$ cat config.mk
export PLATFORM = sky130hd
export DESIGN_NAME = dmem_arbiter
export DESIGN_NICKNAME = d
export VERILOG_FILES = /design/src/rtl/dmem_pkg.sv /design/src/rtl/dmem_prio_sel.sv /design/src/rtl/dmem_arbiter.sv
export SDC_FILE = /design/constraint.sdc
export NUM_CORES = 1
export LEC_CHECK = 0
export CORE_MARGIN = 5
export CORE_UTILIZATION = 23
export CTS_CLUSTER_SIZE = 8
export DETAILED_ROUTE_END_ITERATION = 10
export GPL_TIMING_DRIVEN = 0
export PLACE_DENSITY = 0.88
export SYNTH_ARGS = -nofsm -noshare
export SYNTH_HDL_FRONTEND = slang
export SYNTH_SLANG_ARGS = --single-unit
$ cat constraint.sdc
create_clock -name clk -period 1.7 [get_ports clk]
set_input_delay 0.17 -clock clk [delete_from_list [all_inputs] [get_ports clk]]
set_output_delay 0.17 -clock clk [all_outputs]
set_load 0.01 [all_outputs]
$ cat src/rtl/dmem_pkg.sv
// Shared constants for the data-memory arbiter: default widths, starvation
// limit and the port indices used to tag read responses.
package dmem_pkg;

  localparam int DMEM_ADDR_W   = 10;
  localparam int DMEM_DATA_W   = 32;
  localparam int DMEM_MAX_WAIT = 4;

  localparam logic PORT_P0 = 1'b0;
  localparam logic PORT_P1 = 1'b1;

endpackage

$ cat src/rtl/dmem_prio_sel.sv
// Combinational two-way grant select: port 0 has fixed priority unless the
// starvation guard forces port 1.
module dmem_prio_sel (
  input  logic p0_req,
  input  logic p1_req,
  input  logic force_p1,
  output logic gnt0,
  output logic gnt1
);

  logic force_active;

  // A force with no port-1 request must never stall port 0.
  assign force_active = force_p1 && p1_req;

  assign gnt0 = p0_req && !force_active;
  assign gnt1 = p1_req && (force_active || !p0_req);

endmodule

$ cat src/rtl/dmem_arbiter.sv
// Shares the single-port data memory between the MEM stage (port 0) and the
// loader/debug master (port 1); read data returns one cycle after issue.
module dmem_arbiter
  import dmem_pkg::*;
#(
  parameter int ADDR_W   = DMEM_ADDR_W,
  parameter int DATA_W   = DMEM_DATA_W,
  parameter int MAX_WAIT = DMEM_MAX_WAIT
) (
  input  logic              clk,
  input  logic              reset,
  input  logic              p0_req,
  input  logic              p0_we,
  input  logic [ADDR_W-1:0] p0_addr,
  input  logic [DATA_W-1:0] p0_wdata,
  input  logic              p1_req,
  input  logic              p1_we,
  input  logic [ADDR_W-1:0] p1_addr,
  input  logic [DATA_W-1:0] p1_wdata,
  output logic              p0_gnt,
  output logic              p1_gnt,
  output logic              p0_rvalid,
  output logic              p1_rvalid,
  output logic [DATA_W-1:0] p0_rdata,
  output logic [DATA_W-1:0] p1_rdata,
  output logic              mem_wren,
  output logic [ADDR_W-1:0] mem_addr,
  output logic [DATA_W-1:0] mem_wdata,
  input  logic [DATA_W-1:0] mem_rdata
);

  localparam logic [3:0] WAIT_LIMIT = 4'(MAX_WAIT);

  logic [3:0] wait_cnt;
  logic [3:0] wait_cnt_next;
  logic       force_p1;
  logic       resp_vld;
  logic       resp_port;
  logic       resp_vld_next;
  logic       resp_port_next;

  assign force_p1 = p1_req && (wait_cnt == WAIT_LIMIT);

  dmem_prio_sel u_prio_sel (
    .p0_req   (p0_req),
    .p1_req   (p1_req),
    .force_p1 (force_p1),
    .gnt0     (p0_gnt),
    .gnt1     (p1_gnt)
  );

  // Starvation counter: only counts unbroken runs of denied port-1 requests.
  always_comb begin
    wait_cnt_next = wait_cnt;
    if (!p1_req || p1_gnt) begin
      wait_cnt_next = 4'd0;
    end else if (wait_cnt != WAIT_LIMIT) begin
      wait_cnt_next = wait_cnt + 4'd1;
    end
  end

  always_comb begin
    mem_wren  = 1'b0;
    mem_addr  = '0;
    mem_wdata = '0;
    if (p0_gnt) begin
      mem_wren  = p0_we;
      mem_addr  = p0_addr;
      mem_wdata = p0_wdata;
    end else if (p1_gnt) begin
      mem_wren  = p1_we;
      mem_addr  = p1_addr;
      mem_wdata = p1_wdata;
    end
  end

  always_comb begin
    resp_vld_next  = 1'b0;
    resp_port_next = resp_port;
    if (p0_gnt && !p0_we) begin
      resp_vld_next  = 1'b1;
      resp_port_next = PORT_P0;
    end else if (p1_gnt && !p1_we) begin
      resp_vld_next  = 1'b1;
      resp_port_next = PORT_P1;
    end
  end

  always_ff @(posedge clk or posedge reset) begin
    if (reset) begin
      wait_cnt  <= 4'd0;
      resp_vld  <= 1'b0;
      resp_port <= PORT_P0;
    end else begin
      wait_cnt  <= wait_cnt_next;
      resp_vld  <= resp_vld_next;
      resp_port <= resp_port_next;
    end
  end

  // Memory output is held across write cycles, so routing needs no capture.
  assign p0_rvalid = resp_vld && (resp_port == PORT_P0);
  assign p1_rvalid = resp_vld && (resp_port == PORT_P1);
  assign p0_rdata  = p0_rvalid ? mem_rdata : '0;
  assign p1_rdata  = p1_rvalid ? mem_rdata : '0;

endmodule

After elaboration in Yosys (flattened, before gate mapping)
Cells that the tools add are included.
W data, S select, Z words.
{"block": "totals", "regBits": 6, "inputBits": 122, "output_inout_bits": 111, "word_cells": 38}
{"block": "classes", "n_addsub": 1, "n_eq_ne": 2, "muxes": 14, "n_bitwise": 1, "n_reduce_logical": 17}
{"operator": "$mux W32", "count": 4}
{"operator": "$mux W10", "count": 2}
{"operator": "$logic_and A1 B1 Y1", "count": 8}
{"operator": "$mux W4", "count": 2}
{"operator": "$mux W1", "count": 6}
{"operator": "$logic_not A1 Y1", "count": 5}
{"operator": "$add A4 B1 Y4 const B", "count": 1}
{"operator": "$eq A4 B3 Y1 const B", "count": 1}
{"operator": "$ne A4 B3 Y1 const B", "count": 1}
{"operator": "$reduce_bool A2 Y1", "count": 2}
{"operator": "$logic_or A1 B1 Y1", "count": 2}
{"operator": "$not A1 Y1", "count": 1}

Depth between registers and ports, before layout
Gate-level depths: netlist of run 1.
{"block": "logic_depth", "depth_word": 8, "depth_mapped": 7, "mapped_depth_nobuf": 5}

Hierarchy
From an unflattened synthesis of run 1, not the netlist that was laid out.
{"block": "hier_totals", "hier_cells": 165, "hier_area_um2": 1281.2}
{"mod": "dmem_arbiter", "instances": 1, "cells_each": 162, "area_each_um2": 1262.5, "seq_area_each_um2": 150.1}
{"mod": "dmem_prio_sel", "instances": 1, "cells_each": 3, "area_each_um2": 18.8, "seq_area_each_um2": 0.0}

Least setup slack after synthesis of run 1
OpenSTA, ideal clock, no wires.
{"block": "synth_path", "path_type": "reg-to-output", "from": "register wait_cnt[0]", "to": "output port mem_wdata[20]", "arrival_time_ns": 1.455, "t_required_ns": 1.530, "path_slack_ns": 0.075, "stages_incl_launch_ff": 8, "n_path_buf": 2, "cell_sequence": "dfrtp_1 inv_1 ha_1 nand4b_4 and2_1 buf_6 buf_6 o21ai_1"}
{"block": "synth_between", "word_cells_on_any_way": 9, "cone_classes": "1 x eq/ne; 2 x mux; 6 x reduce/logical"}
{"item": "start, declared", "line_no": "dmem_arbiter.sv:34", "text": "logic [3:0] wait_cnt;"}
{"item": "start signal, assigned", "line_no": "dmem_arbiter.sv:95", "text": "wait_cnt <= wait_cnt_next;"}
{"item": "$eq A4 B3 Y1", "line_no": "dmem_arbiter.sv:42", "text": "assign force_p1 = p1_req && (wait_cnt == WAIT_LIMIT);"}
{"item": "$logic_and A1 B1 Y1", "line_no": "dmem_arbiter.sv:42"}
{"item": "$logic_and A1 B1 Y1", "line_no": "dmem_prio_sel.sv:14", "text": "assign force_active = force_p1 && p1_req;"}
{"item": "$logic_not A1 Y1", "line_no": "dmem_prio_sel.sv:16", "text": "assign gnt0 = p0_req && !force_active;"}
{"item": "$logic_and A1 B1 Y1", "line_no": "dmem_prio_sel.sv:16"}
{"item": "via p0_gnt", "line_no": "dmem_arbiter.sv:20", "text": "output logic p0_gnt,"}
{"item": "$mux W32", "line_no": "dmem_arbiter.sv:66", "text": "if (p0_gnt) begin"}
{"item": "end, declared", "line_no": "dmem_arbiter.sv:28", "text": "output logic [DATA_W-1:0] mem_wdata,"}
The timed path passes the listed nets, and every way through them passes these cells.

Worst setup path after layout of run 1
{"block": "layout_path", "from": "register wait_cnt[1]", "to": "output port mem_wdata[3]"}
{"block": "layout_between", "elab_chain_cells": 7, "word_cells_on_any_way": 9, "cone_classes": "1 x eq/ne; 2 x mux; 6 x reduce/logical"}
{"item": "$eq A4 B3 Y1 *", "line_no": "dmem_arbiter.sv:42"}
{"item": "$logic_and A1 B1 Y1 *", "line_no": "dmem_arbiter.sv:42"}
{"item": "$logic_and A1 B1 Y1 *", "line_no": "dmem_prio_sel.sv:14"}
{"item": "$logic_or A1 B1 Y1", "line_no": "dmem_prio_sel.sv:17", "text": "assign gnt1 = p1_req && (force_active || !p0_req);"}
{"item": "$logic_and A1 B1 Y1", "line_no": "dmem_prio_sel.sv:17"}
{"item": "$mux W32", "line_no": "dmem_arbiter.sv:70", "text": "end else if (p1_gnt) begin"}
{"item": "$mux W32 *", "line_no": "dmem_arbiter.sv:66"}
Mark *: on every way between the ends. The rest lies on a longest branch, timed or not.

==> results.yml, run 1 <==
outcome:
  run_status: "finished, violations left"
  failed_checks: "setup timing"
global_route:
  grt_first_pass_wirelength_mm: 13.4
  grt_antenna_before_repair: 0
  grt_pass1_vias: 2784
  grt_max_degree: 11
  grt_overflow: 0
  global_route.usage.total: 0.214
cts:
  clkLatencyLatePin_ps: 220
  clock_tree_sinks: 6
  cts.clk_slew.worst_paths_ps: 40
  cts_made_buffers: 3
  clockBufferDepth: 2
  tritoncts: "done"
  htreeDepth: 1
  post_cts_hold_buffer_count: 0
  cts_root_buf: "sky130_fd_sc_hd__clkbuf_8"
worst_setup_path:
  worst_ep_arrival_time_ps: 1820
  r2r-end: "wait_cnt[1]$_DFFE_PP0P_"
  reg2reg_slack_ps: -20
  crit-reg2reg-launch: "wait_cnt[1]$_DFFE_PP0P_"
  worst_ep_required_time_ps: 1530
  criticalPathCategory: "reg2out"
  critical_path.max_fanout: 5
  worstSetupEndpointType: "output pin"
  r2r_cells: 8
  worstSetupStartpointType: "flop"
finish:
  n_antenna_cell: 0
  area_growth_pct: 192
  postLayoutCoreUtil: 0.680
  multiInputGateArea_sq_um: 1350
  final_layout_size_suffix_gt1_frac: 0.313
  fillerInstances: 545
  finalNetCount: 638
  seqCellArea_sq_um: 151
route:
  routed-wl-met3_mm: 1.09
  wl_met1_mm: 3.22
  met2_length_mm: 5.23
  drc_violation_total_after_the_first_tritonroute_iteration: 73
  route.vias.total: 2864
  firstDrtPassIters: 4
  route.detailed.drc: 0
  detail_route.vias_per_cell: 4.86
  wire_per_inst_microns: 16.7
  routed_wirelength_mm: 9.84
  drtAntennaViolNets: 0
  topRoutingLayerUsed: "met4"
logic_synthesis:
  ys_top_cells_by_area: "sky130_fd_sc_hd__nand3_1 15%, sky130_fd_sc_hd__o21ai_1 15%, sky130_fd_sc_hd__and2_1 15%"
  seq_area_frac_synth: 0.103
  synth_enable_flop_cells: 0
  synthMuxAreaShare: 0.00688
  synth_adder_area_share: 0.0172
  syn-num-nets: 376
  syn-cell-area_sq_um: 1450
  synth.top_cells.by_count: "45 x sky130_fd_sc_hd__nand3_1, 43 x sky130_fd_sc_hd__nand2_1, 43 x sky130_fd_sc_hd__o21ai_1"
  dominant_combinational_cell_family_by_area_after_synthesis: "simple AND/OR/NAND/NOR gates"
  synthDominantCellAreaShare: 0.155
  ys_types: 20
  synthesized_area_fraction_occupied_by_xor_and_xnor_cells: 0.0120
  ys.flop_type: "sky130_fd_sc_hd__dfrtp_1"
  synth_compound_area_frac: 0.156
  synthCells: 252
  avgSynthCellArea_sq_um: 5.77
  synth-seq-cells: 6
  total_number_of_yosys_warnings: 0
  synth.largest_area_cell: "sky130_fd_sc_hd__nand3_1"
  post-synth-top-count-cell: "sky130_fd_sc_hd__nand3_1"
  synth_simple_gate_area_share: 0.600
  synthArstFlopShare: 1.00
power_and_ir_drop:
  power.ir.vdd_worst_mv: 0.267
  power_density_nw_per_um2: 328
  power_leakage_nw: 2.31
floorplanning:
  dieArea_sq_um: 8010
  std_cell_rows: 29
  die_w_microns: 89.5
  core_sq_um: 6240
  die_y_microns: 89.5
  top_level_ports: 233
  initial_core_util: 0.233
sta:
  finClkSkew_ps: 2.38
  worstMarginPinSlew_ps: 421
  grt_setup_unrepaired: "yes"
  hold_viol_final: 0
  max_clock_freq_mhz: 504
  report.final.setup_viol: 46
  timing.final.max_slew_violations: 0
  min_period_ps: 1990
  finalCritPeriodShare: 1.17
  max_slew_margin: 0.719
  worst_slack_ps: -286
  tns_setup_ps: -10930
place:
  post-dp-hpwl_mm: 7.78
  io_buffers: 232
  place_congestion: 0.832
  placement.setup.worst_slack_ps: -745
worst_hold_path:
  hold_path.class: "in2async"
job:
  timing.max_cap.violations: 0
[metrics by stage]
step | hold slack, ps | std cells | area [sq um] | power [mW]
2_1_floorplan | -39.0 | 252 | 1450 | 0.476
3_3_place_gp | 391 | 561 | 3870 | 1.11
6_report | 161 | 589 | 4250 | 1.39
3_5_place_dp | 404 | 561 | 3870 | 1.13
4_1_cts | 173 | 579 | 4030 | 1.34
5_1_grt | 197 | 589 | 4250 | 1.49
[cells by family (layout without fill, tap and decap cells)]
kind of cell | Yosys count | after routing
simple gates | 164 | 164
compound gates | 45 | 45
buf+inv | 32 | 292
flops | 6 | 6
fa+ha+maj | 2 | 2
xor+xnor | 2 | 2
mux | 1 | 1
[state kept, by name (all words and copies together), names as in the netlist]
name and cells:
resp_vld 1, wait_cnt 4, resp_port 1
[power breakdown]
part	switching (mW)	internal, mW
combinational	0.423	0.596
sequential	0.00810	0.150
clock	0.0616	0.152
[worst max path at each step]
stage	from	end	slack, ps	depth (start not counted)
after CTS	wait_cnt[0]$_DFFE_PP0P_	mem_wdata[21]	-250	8
final	wait_cnt[1]$_DFFE_PP0P_	mem_wdata[3]	-290	8
after global routing	wait_cnt[0]$_DFFE_PP0P_	mem_wdata[17]	-350	8
after global placement	p1_req	mem_wdata[9]	-740	6
after detailed placement	p1_req	mem_wdata[13]	-740	6
after floorplan	wait_cnt[0]$_DFFE_PP0P_	mem_wdata[20]	70	7
[repair_timing]
action | 4_1_cts | 5_1_grt
pin swaps | 12 | 29
resized for setup | 325 | 66
cloned | 0 | 6
setup buffers | 15 | 5
setup endpoints to repair | 108 | 65
[cells in the final DEF (no fill, tap or decap), drive strengths merged]
cell | netlist | routed
clkdlybuf4s50 | 0 | 125
buf | 6 | 74
nand3 | 45 | 45
nand2 | 43 | 43
o21ai | 43 | 43
clkbuf | 22 | 43
dlygate4sd2 | 0 | 34
and2 | 34 | 34
and3 | 33 | 33
dlymetal6s2s | 0 | 7
dfrtp | 6 | 6
clkdlybuf4s15 | 0 | 5
inv | 4 | 4
nor2b | 4 | 4
nor2 | 3 | 3
ha | 2 | 2
nand2b | 1 | 1
nand4b | 1 | 1
mux2i | 1 | 1
o22ai | 1 | 1
a21oi | 1 | 1
xor2 | 1 | 1
xnor2 | 1 | 1
[worst max-delay path: stages, from the launching register on]
cell	delay, ps
sky130_fd_sc_hd__dfrtp_1	400
sky130_fd_sc_hd__inv_1	70
sky130_fd_sc_hd__ha_2	180
sky130_fd_sc_hd__nand4b_4	150
sky130_fd_sc_hd__and2_4	230
sky130_fd_sc_hd__buf_12	150
sky130_fd_sc_hd__clkbuf_16	150
sky130_fd_sc_hd__o21ai_2	110
sky130_fd_sc_hd__buf_2	150
[metal layers]
layer | vias up | global-route usage
met1 | 1295 | 0.201
li1 | 1385 | -
met4 | 0 | 0.0785
met5 | - | 0
met3 | 22 | 0.0590
met2 | 162 | 0.430
[area by class of cell]
class / instances / area share
timing repair buffer: 257 / 0.547
multi-input combinational: 214 / 0.318
buffer: 28 / 0.0640
sequential: 6 / 0.0357
tap: 77 / 0.0227
clock buffer: 3 / 0.00973
inverter: 4 / 0.00354
Power figures use the tool's default switching activity.
==> run 2, diff against run 1 <==
--- a/config.mk
+++ b/config.mk
@@ -7,10 +7,12 @@
 export LEC_CHECK = 0
 export CORE_MARGIN = 5
 export CORE_UTILIZATION = 23
+export CTS_CLUSTER_DIAMETER = 30
 export CTS_CLUSTER_SIZE = 8
 export DETAILED_ROUTE_END_ITERATION = 10
 export GPL_TIMING_DRIVEN = 0
 export PLACE_DENSITY = 0.88
+export SLEW_MARGIN = 20
 export SYNTH_ARGS = -nofsm -noshare
 export SYNTH_HDL_FRONTEND = slang
 export SYNTH_SLANG_ARGS = --single-unit
==> results of run 2 <==
No change in the layout: final DEF, timing and power equal those of run 1.
==> run 3, diff against run 2 <==
==> constraint.sdc (replaced) <==
create_clock -name clk -period 1.7 [get_ports clk]
set_input_delay 0.34 -clock clk [delete_from_list [all_inputs] [get_ports clk]]
set_output_delay 0.34 -clock clk [all_outputs]
set_load 0.01 [all_outputs]
==> results.yml, run 3 (synthesis results as in run 1) <==
finish:
  fillerInstances: 503
  regMostFlops: "wait_cnt"
  seqCellArea_sq_um: 153
  reg_top3: "wait_cnt (4), resp_port (1), resp_vld (1)"
  commonest_cells_after_routing_fill_and_taps_aside: "120 x sky130_fd_sc_hd__clkdlybuf4s50_1, 43 x sky130_fd_sc_hd__buf_2, 43 x sky130_fd_sc_hd__nand2_1, 42 x sky130_fd_sc_hd__nand3_1, 42 x sky130_fd_sc_hd__buf_6"
  n_antenna_cell: 0
  final_layout_size_suffix_gt1_frac: 0.434
  largest_register_ff_count: 4
  area_growth_pct: 205
  layout.cells.most_common: "sky130_fd_sc_hd__clkdlybuf4s50_1"
  multiInputGateArea_sq_um: 1600
  finalNetCount: 640
worst_setup_path:
  critical_path.max_stage_delay_ps: 390
  worst-path-buf-inv: 4
  crit-reg2reg-launch: "wait_cnt[1]$_DFFE_PP0P_"
  worst_ep_required_time_ps: 1360
  critical_path.max_fanout: 10
  worstSetupPathDepth: 8
  critPathSlowestCell: "sky130_fd_sc_hd__dfrtp_1"
  worstSetupEndpointType: "output pin"
  startpoint: "wait_cnt[1]$_DFFE_PP0P_"
  critPathTopFamily: "buffers and inverters"
  crit_top_cell: "sky130_fd_sc_hd__buf_12"
  criticalPathCategory: "reg2out"
  worst_ep_arrival_time_ps: 1710
  critical_path.cell_chain: "inv_2, ha_4, nand4b_4, and2_4, buf_12, buf_12, o21ai_4, buf_6"
  worstSetupStartpointType: "flop"
  r2r_cells: 8
power_and_ir_drop:
  power_leakage_nw: 2.19
  net-switching-power_mw: 0.554
  share_comb_of_total_power: 0.757
  power_density_nw_per_um2: 347
  total_power_mw: 1.54
  power.share.switching: 0.360
  p_seq_frac: 0.103
  clock_power_share: 0.140
  internal_power_mw: 0.985
  power.ir.vdd_worst_mv: 0.253
route:
  route.vias.total: 2860
  routed_wirelength_mm: 10.1
  detail_route.vias_per_cell: 4.84
  drc_violation_total_after_the_first_tritonroute_iteration: 98
  drtAntennaViolNets: 0
  route.detailed.drc: 0
  wire_per_inst_microns: 17.1
  firstDrtPassIters: 4
cts:
  cts_root_buf: "sky130_fd_sc_hd__clkbuf_8"
  clock_tree_sinks: 6
  clkLatencyLatePin_ps: 220
  tritoncts: "done"
  htreeDepth: 1
  cts_made_buffers: 3
  clockBufferDepth: 2
  cts.clk_slew.worst_paths_ps: 40
sta:
  max_slew_margin: 0.720
  min_period_ps: 2050
  max_clock_freq_mhz: 488
  grt_setup_unrepaired: "yes"
  tns_setup_ps: -13840
  report.final.setup_viol: 45
  worstMarginPinSlew_ps: 421
  timing.final.max_slew_violations: 0
  worst_slack_ps: -350
  finalCritPeriodShare: 1.21
  finClkSkew_ps: 1.26
  fin_hold_ws_ps: 331
  hold_viol_final: 0
job:
  timing.max_cap.violations: 0
global_route:
  grt_max_degree: 11
  grt_antenna_before_repair: 0
  grt_pass1_vias: 2858
  grt_overflow: 0
  global_route.usage.total: 0.221
  grt_first_pass_wirelength_mm: 14.0
place:
  place_congestion: 0.808
  post-dp-hpwl_mm: 7.84
  io_buffers: 232
  placement.setup.worst_slack_ps: -1150
floorplanning:
  die_y_microns: 89.5
  die_w_microns: 89.5
  std_cell_rows: 29
  top_level_ports: 233
  initial_core_util: 0.233
  dieArea_sq_um: 8010
  core_sq_um: 6240
outcome:
  failed_checks: "setup timing"
  run_status: "finished, violations left"
worst_hold_path:
  hold_path.class: "in2async"
-- run 3: cell types whose count changed in the layout (fill, tap and decap cells not counted), sizes merged --
cell and delta:
nand4b +1, clkdlybuf4s50 -5, buf +40, clkbuf +7, dlymetal6s2s -7, dlygate4sd2 -34
-- run 3: final cells by class --
class                   instances  share of cell area
plain buffers                  26              0.0572
clock buffers                   3             0.00930
inverters                       4             0.00338
multi-input cells             215               0.360
flip-flops and latches          6              0.0344
well taps                      77              0.0217
repair buffers                260               0.514
-- run 3: what timing repair did --
item,4_1_cts,5_1_grt
hold buffers,0,0
endpoints found under the setup margin,111,111
pin swaps,2,6
gates resized for setup,446,85
buffers inserted,22,3
cloned,2,2
-- run 3: worst reg2reg max path, delay by kind of cell (launching register included) --
| kind | cells | cell delay [ps] |
|---|---|---|
| adders and majority gates | 1 | 150 |
| and+or+nand+nor | 3 | 470 |
| DFF | 1 | 390 |
| buffers and inverters | 4 | 510 |
-- run 3: worst paths after layout --
path	slack, ps	to
max	-350	mem_wdata[28]
min	330	wait_cnt[3]$_DFFE_PP0P_
max reg2reg	80	wait_cnt[1]$_DFFE_PP0P_
min reg2reg	620	wait_cnt[3]$_DFFE_PP0P_
max in group asynchronous	1160	resp_port$_DFFE_PP0P_
min in group clk	620	wait_cnt[3]$_DFFE_PP0P_
-- run 3: layer usage --
metal	part of all wire	routed length (microns)	global-route usage
met5	0	0	0
met4	0.020	203	0.0541
met3	0.11	1130	0.0700
met2	0.54	5430	0.436
met1	0.33	3370	0.222
-- run 3: power by group through the flow --
| stage | sequential (mW) | clock [mW] | combinational [mW] |
|---|---|---|---|
| after floorplan | 0.158 | 0 | 0.427 |
| after global placement | 0.161 | 0 | 1.06 |
| after detailed placement | 0.162 | 0 | 1.08 |
| after CTS | 0.158 | 0.216 | 1.12 |
| after global routing | 0.159 | 0.224 | 1.24 |
| final | 0.158 | 0.216 | 1.16 |
-- run 3: stage by stage --
stage / cells / area (sq um) / util
6_report: 591 / 4440 / 0.711
5_1_grt: 591 / 4440 / 0.711
4_1_cts: 588 / 4450 / 0.712
3_5_place_dp: 561 / 4230 / 0.678
3_3_place_gp: 561 / 4230 / 0.678
2_1_floorplan: 252 / 1820 / -
==> RTL change (settings of run 1) <==
Reset style: synchronous (`reset`), changed in one clocked block.
--- a/src/rtl/dmem_arbiter.sv
+++ b/src/rtl/dmem_arbiter.sv
@@ -86,7 +86,7 @@
     end
   end
 
-  always_ff @(posedge clk or posedge reset) begin
+  always_ff @(posedge clk) begin
     if (reset) begin
       wait_cnt  <= 4'd0;
       resp_vld  <= 1'b0;
Behaviour: differs if reset is asserted again (counterexample within 4 cycles, from zero or initial values and one cycle with reset high); with reset held inactive, the same outputs for 10 cycles.
==> RTL change against run 1 <==
- the run still ends with negative setup slack left
- cell area barely moved
- wire length fell by 0.10%
- first-iteration DRC count rose by 44%
- total power fell by 11%
- sequential cell count did not move
- clock skew fell by 0.0016 ns
- cell count fell by 2.0%
- global-route usage fell by 0.43 points
- synthesized area rose by 6.2%
- maximum frequency rose by 8.3%
- non-clock buffer count fell by 14
- worst setup slack improved by 0.15 ns
- sequential share of layout area fell by 0.50 points
==> RTL change: results (changes against run 1) <==
* Gpl congestion at 0.831 (-0.12%)
* Net Sw Power at 0.000425 W (-14%)
* Share of cells above drive strength 1 at 0.262 (-0.0505)
* Vias in the first global route at 2805 (+0.75%)
* Static Leak at 2.42 nW (+5.0%)
* Initial antenna violation count at 0 (unchanged)
* Crit-path slowest cell: dfxtp_2
* Drt total wl at 9830 um (-0.10%)
* Clk_skew at 0.000784 ns (-0.00160 ns)
* Port bufs at 231 (-0.43%)
* Synth area leaders: o21ai_2, nand3_1, and2_1, and3_1, nand2_1
* Critical-path maximum fanout at 8 (+3)
* Status: complete, but fails checks
* Post_cts resized at 264 (-19%)
* Setup WS pre-CTS at -0.656 ns (+0.0892 ns)
* Syn Inst Count at 253 (+0.40%)
* Failing checks: negative setup slack
* Setup bufs post-CTS at 6 (-9)
* Worst-Margin Slew at 0.485 ns (+0.0642 ns)
* First-pass GRT wire length at 14500 um (+8.3%)
* Setup-failing EPs final at 30 (-35%)
* Final WS setup at -0.133 ns (+0.152 ns)
* HPWL Detailed at 7980 um (+2.6%)
* Main synth FF type: dfxtp_1
* Total GRT Usage at 0.209 (-0.00430)
* Largest stage delay on the critical path at 0.32 ns (-0.08 ns)
* Synth top cells by count: nand2_1, nand3_1, and2_1
* Filler cell count at 561 (+2.9%)
* Fin cells at 577 (-2.0%)
* R2R setup slack at 0.08 ns (+0.10 ns)
* Net Count, Synth at 377 (+0.27%)
* Async S/R FF share, synth at 0 (-1.00)
* Netlist cell types at 23 (+15%)
==> RTL change: cell count changes in the layout (fill, tap and decap cells not counted), sizes merged, moves of 2 or more <==
cell	change
clkdlybuf4s15	-5
dfrtp	-6
buf	-8
clkdlybuf4s50	+9
dfxtp	+6
dlygate4sd2	-6
nand3b	+2
clkbuf	-21
nor2	+2
dlymetal6s2s	+17
==> RTL change: layout make-up <==
type / instances / share of cell area
Clock buffer: 3 / 0.00973
Tap cell: 77 / 0.0227
Sequential cell: 6 / 0.0307
Buffer: 28 / 0.0575
Timing Repair Buffer: 243 / 0.549
Inverter: 3 / 0.00265
Multi-Input combinational cell: 217 / 0.328
==> RTL change: layer usage <==
metal  share of wire  GRT usage  vias up  wire, um
li1                -          -     1371         -
met1            0.36      0.210     1306      3510
met2            0.52      0.409      170      5100
met3           0.099     0.0638       17       968
met4           0.025     0.0644        0       246
met5               0          0        -         0
==> RTL change: through the flow <==
step                 util  hold slack (ns)  total power [W]  setup TNS [ns]  instance area (um^2)
global route        0.661            0.476          0.00131           -6.24                  4240
CTS                 0.623            0.445          0.00120           -4.02                  4000
detailed placement  0.615            0.503          0.00101          -33.33                  3950
floorplan               -            0.285         0.000439               0                  1540
global placement    0.615            0.446          0.00100          -33.05                  3950
finish              0.661            0.453          0.00124           -2.79                  4240
==> RTL change: final timing paths <==
check,from,cells past startpoint,to
setup reg to reg,wait_cnt[0],9,resp_port
setup / recovery,wait_cnt[0],8,mem_wdata[15]
hold reg to reg,wait_cnt[0],2,wait_cnt[0]
hold / removal,p0_req,3,wait_cnt[3]
==> RTL change: worst register-to-register path, stage by stage (launching register included) <==
cell       delay (ns)
dfxtp_2          0.32
inv_2            0.07
ha_4             0.15
nand4b_4         0.12
and2_4           0.22
buf_12           0.16
clkbuf_16        0.15
buf_4            0.13
buf_4            0.13
o2bb2ai_2        0.11
==> RTL change: power by group through the flow <==
stage / registers (W) / logic (W) / clock network (W)
after global placement: 0.000155 / 0.000845 / 0
after global routing: 0.000153 / 0.000938 / 0.000220
after CTS: 0.000152 / 0.000825 / 0.000219
after detailed placement: 0.000155 / 0.000856 / 0
after floorplan: 0.000151 / 0.000288 / 0
final: 0.000152 / 0.000872 / 0.000217
==> RTL change: kinds of logic (layout without fill, tap and decap cells) <==
kind of cell / after synthesis / count (layout) / share of synthesized area
AO/OA/AOI/OAI: 46 / 46 / 0.224
multiplexers: 1 / 1 / 0.00648
buffers and inverters: 31 / 277 / 0.0964
XOR/XNOR: 1 / 1 / 0.00567
adder cells (fa/ha/maj): 2 / 2 / 0.0162
AND/OR/NAND/NOR: 166 / 167 / 0.574
flip-flops: 6 / 6 / 0.0778
